[src/rtl/middle_pipe.sv]
// middle_pipe: two-entry valid/ready register slice.
//
// The main register always holds the oldest beat and drives DataOut.
// The skid register catches one extra beat accepted while the output
// is stalled, which lets DataInRdy come straight from a flop instead of
// depending combinationally on DataOutRdy.
//
// Handshake semantics (both sides): a beat transfers on a rising Clk
// edge where valid and ready are both 1. A producer holding valid high
// keeps its payload stable until the transfer. DataInRdy is 1 exactly
// when the skid register is empty. DataOut, DataOutVld and DataInRdy are
// all driven directly from registers.
//
// Priority at each rising edge: Rstn low, then Clear, then handshakes.
// Clear and reset both void any handshake that coincides with them.
//
// dbg_state exposes the occupancy FSM (0=EMPTY, 1=BUSY, 2=FULL).

module middle_pipe #(
    parameter int DW = 8
) (
    input  logic          Clk,
    input  logic          Rstn,
    input  logic          Clear,
    input  logic [DW-1:0] DataIn,
    input  logic          DataInVld,
    output logic          DataInRdy,
    output logic [DW-1:0] DataOut,
    output logic          DataOutVld,
    input  logic          DataOutRdy,
    output logic [1:0]    dbg_state
);

    typedef enum logic [1:0] {
        ST_EMPTY = 2'd0,
        ST_BUSY  = 2'd1,
        ST_FULL  = 2'd2
    } state_t;

    state_t        state_q, state_d;
    logic [DW-1:0] main_q, main_d;
    logic [DW-1:0] skid_q, skid_d;
    logic          out_vld_q, out_vld_d;
    logic          in_rdy_q, in_rdy_d;

    logic          in_acc;
    logic          out_con;

    // Handshake qualifiers use only registered readies/valids.
    assign in_acc  = DataInVld && in_rdy_q;
    assign out_con = out_vld_q && DataOutRdy;

    // Next-state, data-path steering and registered-output precompute.
    always_comb begin
        state_d = state_q;
        main_d  = main_q;
        skid_d  = skid_q;

        case (state_q)
            ST_EMPTY: begin
                if (in_acc) begin
                    main_d  = DataIn;
                    state_d = ST_BUSY;
                end
            end
            ST_BUSY: begin
                if (in_acc && out_con) begin
                    // Pass-through: old beat leaves, new beat takes its place.
                    main_d = DataIn;
                end else if (in_acc) begin
                    // Output stalled: park the new beat behind the main one.
                    skid_d  = DataIn;
                    state_d = ST_FULL;
                end else if (out_con) begin
                    state_d = ST_EMPTY;
                end
            end
            ST_FULL: begin
                // Input is closed here; only a consume moves anything.
                if (out_con) begin
                    main_d  = skid_q;
                    state_d = ST_BUSY;
                end
            end
            default: begin
                state_d = ST_EMPTY;
            end
        endcase

        // Flush overrides any handshake seen this cycle.
        if (Clear) begin
            state_d = ST_EMPTY;
            main_d  = '0;
            skid_d  = '0;
        end

        // Output flags follow the state we are about to enter, so they can
        // be registered without adding a cycle of latency.
        out_vld_d = (state_d != ST_EMPTY);
        in_rdy_d  = (state_d != ST_FULL);
    end

    // State and data registers with synchronous active-low reset.
    always_ff @(posedge Clk) begin
        if (!Rstn) begin
            state_q   <= ST_EMPTY;
            main_q    <= '0;
            skid_q    <= '0;
            out_vld_q <= 1'b0;
            in_rdy_q  <= 1'b1;
        end else begin
            state_q   <= state_d;
            main_q    <= main_d;
            skid_q    <= skid_d;
            out_vld_q <= out_vld_d;
            in_rdy_q  <= in_rdy_d;
        end
    end

    assign DataOut    = main_q;
    assign DataOutVld = out_vld_q;
    assign DataInRdy  = in_rdy_q;
    assign dbg_state  = state_q;

endmodule

[config.mk]
export PLATFORM = sky130hd
export DESIGN_NAME = middle_pipe
export DESIGN_NICKNAME = d
export VERILOG_FILES = /design/src/rtl/middle_pipe.sv
export SDC_FILE = /design/constraint.sdc
export NUM_CORES = 1
export LEC_CHECK = 0
export CAP_MARGIN = 20
export CORE_ASPECT_RATIO = 1.4
export CORE_MARGIN = 3
export CORE_UTILIZATION = 43
export CTS_CLUSTER_DIAMETER = 30
export DETAILED_ROUTE_END_ITERATION = 16
export PLACE_DENSITY = 0.75
export SYNTH_ARGS = -nofsm -noshare
export SYNTH_HDL_FRONTEND = slang
export SYNTH_SLANG_ARGS = --single-unit
[constraint.sdc]
create_clock -name Clk -period 1.14 [get_ports Clk]
set_input_delay 0.114 -clock Clk [delete_from_list [all_inputs] [get_ports Clk]]
set_output_delay 0.114 -clock Clk [all_outputs]
set_load 0.005 [all_outputs]
==> results.md, run 1 <==
- ANT cells: 0
- Synth cell types: 28
- Total CTS buffers: 3
- Number of synthesized flops with an enable pin: 0
- Setup repair after global routing missed its margin: yes
- Rows: 20
- # clock sinks: 20
- Synthesis-to-layout area growth: 72.1%
- Top cell by count, worst path: buf_6
- Critical path's top delay family: flip-flops
- Drt first pass iters: 4
- Syn_nets: 108
- Routed len/inst: between 15 and 20 um
- Setup TNS: -1.88 ns
- Routed wl met3: 134 um
- CTS tree: done
- Synthesis-stage register bit count: 20
- Detailed-route via count: slightly above 1000
- Metal1 wirelength: 1.18 mm
- Cell with the most instances after synthesis: dfxtp_1
- Fin. max-slew vios: 0
- Crit path required time: 1.39 ns
- Cells along the critical path: buf_6, and3b_2, buf_8, buf_6, nand3_1, a21oi_1
- Fin nets: 163
- Hold WC Path Type: in2reg
- Peak supply drop: about 0.77 mV
- Worst-path cell with the longest stage delay: dfxtp_2
- Cells after Synth: 95
- Period utilization: 116%
- Setup Skew: 0.00763 ns
- CP max stage delay: 0.37 ns
- WL met2: 1.66 mm
- Top-area cell type share of the netlist area: 40.3%
- Fill count: 134
- Final min period: around 1.3 ns
- Status: finished with violations
- Core Footprint: roughly 2200 um2
- Grt ovf: 0
- Slack of the critical path: -0.181 ns
- Area of the multi-input gates: around 660 um2
- Fraction of layout cells with a size suffix above 1: between 50% and 60%
- Ranking of synthesized cells by area: dfxtp_1 40%, a211oi_2 13%, mux2i_1 8.1%, a211oi_1 4.5%, a21oi_1 4.0%
- Placer Congestion: 0.780
- Cts-stage hold buffer count: 0
- Yosys warns: 0
- Die width: 46.7 um
- Critical Path Start: DataInRdy
- First-pass GRT wire length: 5.04 mm
- Residual DRC: 0
- Register area share after synthesis: 40.3%
- IO Count: 25
- Hold Violations, Final: 0
- Power per Cell Area: 1020 nW/um2
- Register area: 423 um2
- Failing checks: setup timing
- Starting DRT DRC Count: 32
- Worst EP arrival: roughly 1.6 ns
- Final WL: 3.05 mm
- Overall global routing resource usage: 23.3%
- Maxcap violations: 0
- Fmax: about 760 MHz
- Hold Startpoint: DataIn[3]
- Setup crit start kind: flip-flop
- Post-route ant nets: 0
- Relative slew slack: 84.2%
- Number of global-route vias before repair: 1072
- Yosys top cell by area: dfxtp_1
- Syn Area/Cell: 10.5 um2
- Post-Route Utilization: 78.6%
- Die area: a little under 3000 um2
- CTS Buffer Depth: 2
- Clk_lat worst skew: ~0.32 ns
- Crit Path Category: reg2reg
- Largest net degree at the start of global routing: 13
- Root buf cell: clkbuf_4
- Slew @ Worst Pin: 0.230 ns
- Predominant post-synthesis flop cell: dfxtp_1
- Clock slew at reported path FFs: roughly 0.13 ns
- DIE HEIGHT: 62.9 um
- Hpwl dp: between 1.5 and 2 mm
- Initial antenna violation count: 0
- H-tree Lvls: 1
- CP endpoint kind: flip-flop
- Routed vias/inst: 5.89
- Leak pwr: 0.727 nW
- Syn Std Cell Area: 995 um2
- Initial Util: 45.7%
- Input/output buffers: 24
- CP bufs+invs: 3
- Worst-path fanout max: 8
- Reg2reg start: DataInRdy
- Asr flop ratio synth: 0%
- Top layer in use: met4
- Setup-failing EPs final: 19
- Synth top cells by count: 20 x dfxtp_1, 10 x a211oi_2
-- cells in the final DEF, fill, tap and decap left out --
master	count
and4b_1	1
and3b_2	1
clkbuf_2	2
a21oi_2	3
nand3b_1	1
clkbuf_4	3
dfxtp_4	3
a211oi_4	4
mux2i_1	8
a21oi_1	6
a21o_1	1
nand2b_1	1
dfxtp_2	9
a211oi_2	12
o22ai_4	1
dfxtp_1	8
nor3b_2	1
a21boi_4	1
nand3_1	7
nand2_1	2
bufinv_16	1
buf_12	2
a21boi_2	1
nor3b_1	1
nand2b_4	1
nor4bb_2	1
buf_8	1
or3b_1	1
buf_6	13
a21bo_4	1
nand4_1	1
buf_4	19
clkdlybuf4s50_1	12
nand3_2	1
dlygate4sd2_1	9
o21ai_1	4
o21ai_2	5
-- kinds of logic after synthesis --
group | count (synthesis) | share of synthesized area, %
flops | 20 | 40.3
compound gates | 39 | 33.0
simple gates | 20 | 12.7
mux | 8 | 8.05
buf+inv | 8 | 6.04
-- final timing paths --
path / cells past startpoint / slack [ns] / end
min: 3 / 0.38 / skid_q[3]
max: 6 / -0.18 / skid_q[4]
max reg2reg: 6 / -0.18 / skid_q[4]
min reg2reg: 2 / 0.47 / skid_q[0]
-- area by class of cell --
class	count	area share, %
clock buffer	3	1.32
clock inverter	1	1.75
multi-input combinational	67	38.3
sequential	20	24.7
tap	22	1.61
timing repair buffer	58	32.3
-- worst min-delay path, stage by stage --
cell and delay, ns:
clkdlybuf4s50_1 0.42, nand3_1 0.07, a21oi_1 0.06
-- flip-flops by register name, summed over array words and instances, names as in the netlist --
signal / count
DataOutVld: 1
DataInRdy: 1
dbg_state: 2
skid_q: 8
DataOut: 8
-- power breakdown --
group          internal [mW]  switching, mW
combinational          0.228          0.177
sequential             0.719         0.0144
clock                  0.356          0.249
-- metal layers --
layer  GRT usage [%]  vias up
met2            38.6       33
met3            4.03        8
met5               0        -
met4            9.69        0
met1            28.1      494
li1                -      473
-- timing repair --
item                       4_1_cts  5_1_grt
setup buffers                   15        1
setup endpoints to repair       26       23
resized for setup               51       21
pin swaps                       13       11
-- metrics by stage --
step / power [mW] / hold WS [ns] / cells / cell area [um2] / worst slack [ns]
3_3_place_gp: 1.05 / 0.465 / 153 / 1380 / -0.317
5_1_grt: 1.81 / 0.389 / 171 / 1710 / -0.246
3_5_place_dp: 1.05 / 0.474 / 153 / 1380 / -0.349
6_report: 1.74 / 0.382 / 171 / 1710 / -0.181
4_1_cts: 1.70 / 0.383 / 171 / 1640 / -0.147
2_1_floorplan: 0.903 / 0.262 / 95 / 1010 / -0.0813
(Power assumes the default switching activity.)
==> run 2: changes to the inputs <==
--- a/config.mk
+++ b/config.mk
@@ -6,12 +6,14 @@
 export NUM_CORES = 1
 export LEC_CHECK = 0
 export CAP_MARGIN = 20
+export CELL_PAD_IN_SITES_DETAIL_PLACEMENT = 0
+export CELL_PAD_IN_SITES_GLOBAL_PLACEMENT = 2
 export CORE_ASPECT_RATIO = 1.4
 export CORE_MARGIN = 3
-export CORE_UTILIZATION = 43
+export CORE_UTILIZATION = 29
 export CTS_CLUSTER_DIAMETER = 30
 export DETAILED_ROUTE_END_ITERATION = 16
-export PLACE_DENSITY = 0.75
+export PLACE_DENSITY = 0.77
 export SYNTH_ARGS = -nofsm -noshare
 export SYNTH_HDL_FRONTEND = slang
 export SYNTH_SLANG_ARGS = --single-unit
==> constraint.sdc (replaced) <==
create_clock -name Clk -period 1.5 [get_ports Clk]
set_input_delay 0.15 -clock Clk [delete_from_list [all_inputs] [get_ports Clk]]
set_output_delay 0.15 -clock Clk [all_outputs]
set_load 0.005 [all_outputs]
==> run 2 against run 1 <==
Critical path depth shrank 5; routed wire length down 21%; die area rose by 42%; register-to-register slack gained 0.34 ns; the flow now finishes without violations; via count fell by 16%; non-clock buffer count decreased by 20; cell area decreased by 18%; core utilization fell by 35 points; highest routed layer unchanged; first-iteration DRC count decreased by 66%; sequential share of layout area rose by 4.1 points; clock power shrank 44%.
==> results.md, run 2 (synthesis gave the netlist of run 1 again) <==
- Residual DRC: 0
- Largest net degree at the start of global routing: 18
- Worst EP arrival: 1.24 ns
- Maxcap violations: 0
- Peak supply drop: 0.458 mV
- Root buf cell: clkbuf_8
- Rows: 24
- Final min period: 1.39 ns
- CP max stage delay: 0.55 ns
- Leak pwr: ~0.53 nW
- Top layer in use: met4
- H-tree Lvls: 1
- Hold Slack: 0.484 ns
- Status: complete, no violations
- CTS resizes: 0
- Setup crit start kind: flip-flop
- Power per Cell Area: 799 nW/um2
- Setup-failing EPs final: 0
- CP bufs+invs: 1
- Setup repair after global routing missed its margin: no
- Starting DRT DRC Count: 11
- ANT cells: 0
- Die area: about 4200 um2
- Fin. max-slew vios: 0
- Most common cell after layout, fill and taps aside: clkdlybuf4s50_1
- CTS tree: done
- Setup Skew: 0.00159 ns
- Crit path required time: around 1.4 ns
- Fin nets: 143
- Post-route ant nets: 0
- Postcts setup bufs: 0
- Overall global routing resource usage: 12.3%
- Drt first pass iters: 4
- Final Power: between 1 and 1.5 mW
- DIE HEIGHT: 75.3 um
- Relative slew slack: 73.6%
- Cts-stage hold buffer count: 0
- Fmax: 717 MHz
- Period utilization: 93.0%
- Hold WC Path Type: reg2reg
- Cells along the critical path: clkdlybuf4s50_1
- Metal1 wirelength: between 1 and 1.5 mm
- Crit Path Category: reg2out
- Fill count: approximately 330
- Routed len/inst: 14.4 um
- WL met2: 1.24 mm
- Clock slew at reported path FFs: 0.07 ns
- CTS Buffer Depth: 2
- Final WL: around 2.4 mm
- Initial antenna violation count: 0
- Synthesis-to-layout area growth: 40.4%
- Worst-path cell with the longest stage delay: clkdlybuf4s50_1
- Slew @ Worst Pin: around 0.40 ns
- Grt ovf: 0
- Hold Violations, Final: 0
- Clk_lat worst skew: between 0.2 and 0.3 ns
- Initial Util: around 31%
- CP endpoint kind: output pin
- Post-Route Utilization: 43.5%
- Die width: 55.5 um
- Number of global-route vias before repair: 875
- Routed wl met3: roughly 100 um
- Placer Congestion: 0.734
- Routed vias/inst: 5.07
- Hpwl dp: between 1.5 and 2 mm
- IO Count: 25
- Critical path's top delay family: buffers and inverters
- Core Footprint: 3210 um2
- First-pass GRT wire length: ~4.1 mm
- Total CTS buffers: 3
- Commonest non-fill, non-tap cells in the layout: 24 x clkdlybuf4s50_1, 19 x dfxtp_1, 12 x buf_4
- Detailed-route via count: 846
- # clock sinks: 20
- Worst-path fanout max: 8
- Fraction of layout cells with a size suffix above 1: 24.2%
- Input/output buffers: 24
[run 2: path summary, 6_finish.rpt]
path / start / to / slack (ns) / cells after the start
hold reg to reg: skid_q[5] / skid_q[5] / 0.48 / 2
setup reg to reg: dbg_state[1] / DataOut[3] / 0.16 / 4
setup / recovery: dbg_state[1] / dbg_state[1] / 0.11 / 1
hold / removal: skid_q[5] / skid_q[5] / 0.48 / 2
[run 2: cell type report]
class	instances	area [um2]	area share (%)
clock buffer	3	41.3	2.96
tap	39	48.8	3.49
sequential	20	402	28.8
multi-input combinational	67	534	38.3
timing repair buffer	38	370	26.5
[run 2: per-layer routing]
metal	up-vias	global-route usage, %
li1	435	-
met1	396	14.4
met3	2	2.37
met2	13	22.2
met4	0	4.86
met5	-	0
[run 2: where the power goes]
group          internal [mW]  switching, mW
logic                  0.119         0.0942
clock network          0.178          0.162
registers              0.548         0.0140
[run 2: through the flow]
step                      std cells  area [um2]  worst slack (ns)  setup TNS (ns)
after CTS                       167        1400            0.0838               0
after floorplan                  95         995             0.218               0
after global placement          164        1350            0.0145               0
final                           167        1400             0.105               0
after detailed placement        164        1350          -0.00819         -0.0139
after global routing            167        1400           0.00574               0
